<file path="config.mk">
export PLATFORM = sky130hd
export DESIGN_NAME = fetch_stage_flat
export DESIGN_NICKNAME = d
export VERILOG_FILES = /design/src/rtl/fetch_stage_if.sv /design/src/rtl/fetch_stage.sv /design/src/flat_wrapper.sv
export SDC_FILE = /design/constraint.sdc
export NUM_CORES = 1
export LEC_CHECK = 0
export BUFFER_PORTS_ARGS = -buffer_cell sky130_fd_sc_hd__clkbuf_2
export CAP_MARGIN = 5
export CORE_UTILIZATION = 52
export DETAILED_ROUTE_END_ITERATION = 12
export HOLD_SLACK_MARGIN = 0.1
export PLACE_DENSITY = 0.82
export SKIP_LAST_GASP = 1
export SYNTH_ARGS = -nofsm -noshare
export SYNTH_HDL_FRONTEND = slang
export SYNTH_SLANG_ARGS = --single-unit
export TNS_END_PERCENT = 50
</file>
<file path="constraint.sdc">
create_clock -name clk_i -period 2.35 [get_ports clk_i]
set_input_delay 0.235 -clock clk_i [delete_from_list [all_inputs] [get_ports clk_i]]
set_output_delay 0.235 -clock clk_i [all_outputs]
set_load 0.02 [all_outputs]
</file>
<file path="src/rtl/fetch_stage_if.sv">
// ---------------------------------------------------------------------------
// fetch_stage_if
//   Groups the two handshake ports of the RV32I fetch stage.
//   - Instruction memory port (req/gnt/rvalid): at most one fetch in flight,
//     responses return in order at least one cycle after the grant.
//   - IF/ID port (valid/ready): one registered entry {pc, instr} for decode.
//   Signal names keep the direction suffixes as seen from the fetch stage.
//
//   Modports
//     master : the fetch stage (drives imem_req_o/imem_addr_o and id_* outputs)
//     slave  : the environment (instruction memory + decode)
// ---------------------------------------------------------------------------
interface fetch_stage_if #(
  parameter int unsigned XLEN = 32
);
  logic            imem_req_o;     // fetch request
  logic [XLEN-1:0] imem_addr_o;    // word-aligned fetch address
  logic            imem_gnt_i;     // request accepted this cycle
  logic            imem_rvalid_i;  // response valid
  logic [XLEN-1:0] imem_rdata_i;   // fetched instruction word
  logic            id_valid_o;     // IF/ID entry valid
  logic [XLEN-1:0] id_pc_o;        // PC of the entry
  logic [XLEN-1:0] id_instr_o;     // instruction of the entry
  logic            id_ready_i;     // decode accepts the entry this cycle

  modport master (
    output imem_req_o, imem_addr_o, id_valid_o, id_pc_o, id_instr_o,
    input  imem_gnt_i, imem_rvalid_i, imem_rdata_i, id_ready_i
  );

  modport slave (
    input  imem_req_o, imem_addr_o, id_valid_o, id_pc_o, id_instr_o,
    output imem_gnt_i, imem_rvalid_i, imem_rdata_i, id_ready_i
  );
endinterface

</file>
<file path="src/rtl/fetch_stage.sv">
// ---------------------------------------------------------------------------
// fetch_stage
//   RV32I instruction-fetch stage placed directly after the branch comparator.
//   Owns the PC, issues one word fetch at a time to instruction memory,
//   redirects on a taken branch (squashing wrong-path fetches) and hands
//   {pc, instr} to decode through a one-entry valid/ready register.
//
//   Ports
//     clk_i            : clock, all state on the rising edge
//     rst_i            : synchronous active-high reset
//     branch_taken_i   : single-cycle redirect pulse (highest priority)
//     branch_target_i  : redirect target, bits [1:0] ignored
//     fetch_bus        : fetch_stage_if.master
//                        imem_req_o/imem_addr_o/imem_gnt_i/imem_rvalid_i/
//                        imem_rdata_i and id_valid_o/id_pc_o/id_instr_o/
//                        id_ready_i
//
//   All outputs come straight from flops.
// ---------------------------------------------------------------------------
module fetch_stage #(
  parameter int unsigned     XLEN     = 32,
  parameter logic [XLEN-1:0] RESET_PC = {XLEN{1'b0}}
) (
  input  logic            clk_i,
  input  logic            rst_i,
  input  logic            branch_taken_i,
  input  logic [XLEN-1:0] branch_target_i,
  fetch_stage_if.master   fetch_bus
);

  typedef enum logic [1:0] {
    ST_IDLE = 2'd0,
    ST_REQ  = 2'd1,
    ST_WAIT = 2'd2
  } state_t;

  localparam logic [XLEN-1:0] PC_STEP = {{(XLEN-3){1'b0}}, 3'b100};

  state_t          state_q,     state_d;
  logic [XLEN-1:0] pc_q,        pc_d;
  logic [XLEN-1:0] fetch_pc_q,  fetch_pc_d;
  logic            drop_q,      drop_d;
  logic            buf_valid_q, buf_valid_d;
  logic [XLEN-1:0] buf_pc_q,    buf_pc_d;
  logic [XLEN-1:0] buf_instr_q, buf_instr_d;
  logic            req_q,       req_d;
  logic [XLEN-1:0] addr_q,      addr_d;

  logic            accept_s;
  logic            space_s;
  logic            load_s;
  logic [XLEN-1:0] pc_adv_s;
  logic [XLEN-1:0] redirect_pc_s;
  logic            unused_tgt_lsb_s;

  // Target low bits are forced to zero; keep them visibly consumed.
  assign unused_tgt_lsb_s = ^branch_target_i[1:0];

  // Next-state logic: fetch FSM, PC update, squash flag and IF/ID entry.
  always_comb begin
    state_d       = state_q;
    fetch_pc_d    = fetch_pc_q;
    drop_d        = drop_q;
    buf_valid_d   = buf_valid_q;
    buf_pc_d      = buf_pc_q;
    buf_instr_d   = buf_instr_q;
    load_s        = 1'b0;
    pc_adv_s      = pc_q;
    redirect_pc_s = {branch_target_i[XLEN-1:2], 2'b00};
    accept_s      = buf_valid_q & fetch_bus.id_ready_i;
    // The entry is free next cycle if it is empty or being accepted now.
    space_s       = ~buf_valid_q | accept_s;

    case (state_q)
      ST_IDLE: begin
        if (space_s) begin
          state_d = ST_REQ;
        end else begin
          state_d = ST_IDLE;
        end
      end
      ST_REQ: begin
        if (fetch_bus.imem_gnt_i) begin
          state_d    = ST_WAIT;
          fetch_pc_d = pc_q;
          pc_adv_s   = pc_q + PC_STEP;
          // A redirect in the grant cycle squashes the fetch just issued.
          if (branch_taken_i) begin
            drop_d = 1'b1;
          end else begin
            drop_d = drop_q;
          end
        end else begin
          state_d = ST_REQ;
        end
      end
      ST_WAIT: begin
        if (fetch_bus.imem_rvalid_i) begin
          if (!drop_q && !branch_taken_i) begin
            load_s = 1'b1;
          end else begin
            load_s = 1'b0;
          end
          drop_d  = 1'b0;
          state_d = ST_IDLE;
        end else begin
          if (branch_taken_i) begin
            drop_d = 1'b1;
          end else begin
            drop_d = drop_q;
          end
        end
      end
      default: begin
        state_d = ST_IDLE;
      end
    endcase

    // Redirect wins over sequential advance, including in the grant cycle.
    if (branch_taken_i) begin
      pc_d = redirect_pc_s;
    end else begin
      pc_d = pc_adv_s;
    end

    // IF/ID entry: redirect invalidates, a response refills, accept empties.
    if (branch_taken_i) begin
      buf_valid_d = 1'b0;
    end else if (load_s) begin
      buf_valid_d = 1'b1;
      buf_pc_d    = fetch_pc_q;
      buf_instr_d = fetch_bus.imem_rdata_i;
    end else if (accept_s) begin
      buf_valid_d = 1'b0;
    end else begin
      buf_valid_d = buf_valid_q;
    end

    // Memory outputs are precomputed so they leave the block from flops.
    req_d = (state_d == ST_REQ);
    if (state_d == ST_REQ) begin
      addr_d = pc_d;
    end else begin
      addr_d = {XLEN{1'b0}};
    end
  end

  // State register for the FSM, PC, squash flag, IF/ID entry and outputs.
  always_ff @(posedge clk_i) begin
    if (rst_i) begin
      state_q     <= ST_IDLE;
      pc_q        <= RESET_PC;
      fetch_pc_q  <= {XLEN{1'b0}};
      drop_q      <= 1'b0;
      buf_valid_q <= 1'b0;
      buf_pc_q    <= {XLEN{1'b0}};
      buf_instr_q <= {XLEN{1'b0}};
      req_q       <= 1'b0;
      addr_q      <= {XLEN{1'b0}};
    end else begin
      state_q     <= state_d;
      pc_q        <= pc_d;
      fetch_pc_q  <= fetch_pc_d;
      drop_q      <= drop_d;
      buf_valid_q <= buf_valid_d;
      buf_pc_q    <= buf_pc_d;
      buf_instr_q <= buf_instr_d;
      req_q       <= req_d;
      addr_q      <= addr_d;
    end
  end

  assign fetch_bus.imem_req_o  = req_q;
  assign fetch_bus.imem_addr_o = addr_q;
  assign fetch_bus.id_valid_o  = buf_valid_q;
  assign fetch_bus.id_pc_o     = buf_pc_q;
  assign fetch_bus.id_instr_o  = buf_instr_q;

endmodule

</file>
<file path="src/flat_wrapper.sv">
// flat-port wrapper written by rule: the top's interface ports become plain ports
module fetch_stage_flat 
#(
  parameter int unsigned     XLEN     = 32,
  parameter logic [XLEN-1:0] RESET_PC = {XLEN{1'b0}}
)
  (clk_i, rst_i, branch_taken_i, branch_target_i, fetch_bus_imem_req_o, fetch_bus_imem_addr_o, fetch_bus_id_valid_o, fetch_bus_id_pc_o, fetch_bus_id_instr_o, fetch_bus_imem_gnt_i, fetch_bus_imem_rvalid_i, fetch_bus_imem_rdata_i, fetch_bus_id_ready_i);
  fetch_stage_if #(.XLEN(XLEN)) fetch_bus_i ();
  input  logic clk_i;
  input  logic rst_i;
  input  logic branch_taken_i;
  input  logic [XLEN-1:0] branch_target_i;
  output wire logic [$bits(fetch_bus_i.imem_req_o)-1:0] fetch_bus_imem_req_o;
  output wire logic [$bits(fetch_bus_i.imem_addr_o)-1:0] fetch_bus_imem_addr_o;
  output wire logic [$bits(fetch_bus_i.id_valid_o)-1:0] fetch_bus_id_valid_o;
  output wire logic [$bits(fetch_bus_i.id_pc_o)-1:0] fetch_bus_id_pc_o;
  output wire logic [$bits(fetch_bus_i.id_instr_o)-1:0] fetch_bus_id_instr_o;
  input wire logic [$bits(fetch_bus_i.imem_gnt_i)-1:0] fetch_bus_imem_gnt_i;
  input wire logic [$bits(fetch_bus_i.imem_rvalid_i)-1:0] fetch_bus_imem_rvalid_i;
  input wire logic [$bits(fetch_bus_i.imem_rdata_i)-1:0] fetch_bus_imem_rdata_i;
  input wire logic [$bits(fetch_bus_i.id_ready_i)-1:0] fetch_bus_id_ready_i;
  assign fetch_bus_imem_req_o = fetch_bus_i.imem_req_o;
  assign fetch_bus_imem_addr_o = fetch_bus_i.imem_addr_o;
  assign fetch_bus_id_valid_o = fetch_bus_i.id_valid_o;
  assign fetch_bus_id_pc_o = fetch_bus_i.id_pc_o;
  assign fetch_bus_id_instr_o = fetch_bus_i.id_instr_o;
  assign fetch_bus_i.imem_gnt_i = fetch_bus_imem_gnt_i;
  assign fetch_bus_i.imem_rvalid_i = fetch_bus_imem_rvalid_i;
  assign fetch_bus_i.imem_rdata_i = fetch_bus_imem_rdata_i;
  assign fetch_bus_i.id_ready_i = fetch_bus_id_ready_i;
  fetch_stage #(.XLEN(XLEN), .RESET_PC(RESET_PC)) u_core (.clk_i(clk_i), .rst_i(rst_i), .branch_taken_i(branch_taken_i), .branch_target_i(branch_target_i), .fetch_bus(fetch_bus_i));
endmodule
</file>
==> results.py <==
metrics = {
    "outcome": {
        "status": "finished, violations left",
        "violations": "design-rule violations",
    },
    "placement": {
        "port-buffer-count": 165,
        "placed_area_um2": 7250,
        "place_inst": 1053,
        "place_ws_ns": 0.253,
        "routabilityCongestion": 0.912,
        "hpwlAfterDp_um": 10900,
    },
    "floorplan": {
        "coreArea_um2": 11600,
        "pin_count": 168,
        "die_w_um": 111,
        "dieArea_um2": 12400,
        "die_h_um": 111,
        "start_util_pct": 53.9,
        "rows": 39,
    },
    "timing": {
        "period_minus_slack_ns": 2.09,
        "setup_viol": 0,
        "rsz0062_at_grt": "no",
        "finalSetupTns_ns": 0,
        "slew_headroom_pct": 56.2,
        "post-route-period-util_pct": 88.8,
        "max_freq_mhz": 479,
        "finalWorstSetupSlack_ns": 0.263,
        "skew_ns": 0.00621,
        "whs_ns": 0.0952,
        "max_slew.worst_pin.slew_ns": 0.657,
        "finalHoldViolCount": 0,
        "slew_violations": 0,
    },
    "min_path": {
        "hold_depth": 3,
        "holdCritPathClass": "in2reg",
        "min_from": "branch_target_i[30]",
        "whs_endpoint": "u_core.pc_q[30]",
    },
    "power": {
        "power_mw": 6.02,
        "powerDensity_nw_per_um2": 732,
        "p_leak_nw": 3.34,
        "vdd_ir_drop_max_mv": 0.467,
    },
    "grt": {
        "antenna_found_initial": 0,
        "grt_usage_pct": 28.1,
        "gr-total-overflow": 0,
        "grt_max_degree": 101,
        "grt_pass1_wl_um": 27700,
        "first_global_vias": 5665,
    },
    "finish": {
        "final_common_cell": "nand2_1",
        "postLayoutCoreUtil_pct": 71.0,
        "drive_gt1_share_pct": 23.9,
        "fillCellCount": 876,
        "layout_common_cells": "nand2_1, dfxtp_1, clkbuf_2",
        "final_cells": 1124,
        "final_area_um2": 8210,
        "nets": 1043,
        "area_delta_synth_final_pct": 31.8,
        "diodes": 0,
    },
    "run": {
        "max-cap-violations": 0,
    },
    "yosys": {
        "synth_edf_count": 0,
        "async_flop_share_pct": 0,
        "synthDominantCellAreaShare_pct": 53.0,
        "avgSynthCellArea_um2": 8.15,
        "syn_area_um2": 6230,
        "ys_top_cells_by_area": "dfxtp_1, nand2_1, a21oi_1",
        "synth_top_area_cell": "dfxtp_1",
        "synth_flop_cell": "dfxtp_1",
        "yosysSeqAreaShare_pct": 53.0,
        "mappedNetlistNets": 836,
        "yosys.cell_types.count": 50,
        "synth.yosys.warnings": 0,
        "syn_inst": 765,
        "ys_seq_elements": 165,
    },
    "routing": {
        "vias": 6065,
        "dr.first_iter.drc_count": 732,
        "wirelength_um": 17100,
        "drt-pass1-iter-count": 9,
        "ant_nets": 0,
        "vias_per_cell": 5.40,
        "wire_per_inst_um": 15.2,
        "drc": 15,
    },
    "setup_path": {
        "crit_path_end_kind": "flop",
        "required_ns": 2.67,
        "r2r-start": "u_core.pc_q[17]",
        "reg2reg_to": "u_core.fetch_bus.imem_addr_o[26]",
        "start_kind": "flop",
        "crit_arrival_ns": 2.40,
        "crit_fanout": 8,
        "criticalPathCategory": "reg2reg",
        "rrSetupSlack_ns": 0.26,
        "rr_worst_depth": 5,
    },
    "clocking": {
        "root_buffer": "clkbuf_16",
        "cts_tree": "yes",
        "path_clk_slew_ns": 0.06,
        "worstSkewPairLatency_ns": 0.43,
        "cts_htree_levels": 4,
        "cts_buffers": 17,
        "cts.sinks": 165,
        "clk_path_buf_depth": 2,
    },
}
power by group:
part	internal, mW	switching (mW)
sequential	2.89	0.0700
combinational	0.227	0.320
clock	1.48	1.02
flip-flops by register name, indices dropped and copies added, names as in the netlist:
register                      count
u_core.fetch_bus.imem_addr_o     32
u_core.drop_q                     1
u_core.fetch_bus.id_pc_o         32
u_core.state_q                    2
u_core.fetch_bus.id_instr_o      32
u_core.pc_q                      32
u_core.fetch_bus.imem_req_o       1
u_core.fetch_pc_q                32
u_core.fetch_bus.id_valid_o       1
cell type report:
class	count	area, um2	share of cell area [%]
Multi-Input combinational cell	537	2660	32.3
Clock inverter	5	53.8	0.655
Inverter	11	41.3	0.503
Tap cell	143	179	2.18
Sequential cell	165	3300	40.2
Clock buffer	23	468	5.70
Timing Repair Buffer	240	1510	18.4
worst max path at each step:
stage                          from                                to  slack (ns)
finish              u_core.pc_q[17]  u_core.fetch_bus.imem_addr_o[26]        0.26
CTS                 u_core.pc_q[17]  u_core.fetch_bus.imem_addr_o[28]        0.24
detailed placement  u_core.pc_q[17]  u_core.fetch_bus.imem_addr_o[28]        0.25
global placement    u_core.pc_q[17]  u_core.fetch_bus.imem_addr_o[28]        0.29
floorplan            u_core.pc_q[9]  u_core.fetch_bus.imem_addr_o[26]        0.32
global route        u_core.pc_q[17]  u_core.fetch_bus.imem_addr_o[26]        0.11
synthesized netlist by cell type, drive strengths merged, types with 3 or more instances:
cell / count
nor4: 11
nand3: 15
dfxtp: 165
clkbuf: 44
or4: 3
o31ai: 3
o31a: 3
buf: 8
or3: 4
xnor2: 7
nor2b: 5
inv: 11
nor2: 56
o21ai: 7
and3: 7
xor2: 8
nand4: 17
a211oi: 10
mux2: 4
o21a: 4
nand2: 211
nor3: 34
a21oi: 106
worst max-delay path, cell delays in order (launching register included):
cell     delay [ns]
dfxtp_1        0.44
nand4_1        0.21
or4_1          0.52
or4_1          0.50
a31oi_1        0.23
nor2_1         0.07
layer usage:
layer / share of wire (%) / up-vias / track usage (%)
li1: - / 2988 / -
met1: 43 / 2814 / 35.5
met2: 48 / 220 / 46.4
met3: 6.0 / 43 / 6.15
met4: 3.1 / 0 / 12.4
met5: 0 / - / 0
cell families (layout without fill, tap and decap cells):
logic type / Yosys count / count (layout) / synth area share (%)
and+or+nand+nor: 375 / 375 / 26.5
adders and majority gates: 1 / 1 / 0.201
xor gates and xnor gates: 15 / 15 / 2.11
muxes: 6 / 6 / 1.04
AOI/OAI and AO/OA: 140 / 140 / 12.5
buffers and inverters: 63 / 279 / 4.62
DFF: 165 / 165 / 53.0
what timing repair did:
action / 4_1_cts / 5_1_grt
setup buffers: 0 / 0
setup endpoints to repair: 0 / 2
gates resized for setup: 0 / 1
hold buffers: 43 / 0
hold endpoints to repair: 46 / 0
No activity file was read; power rests on OpenSTA's default activity.
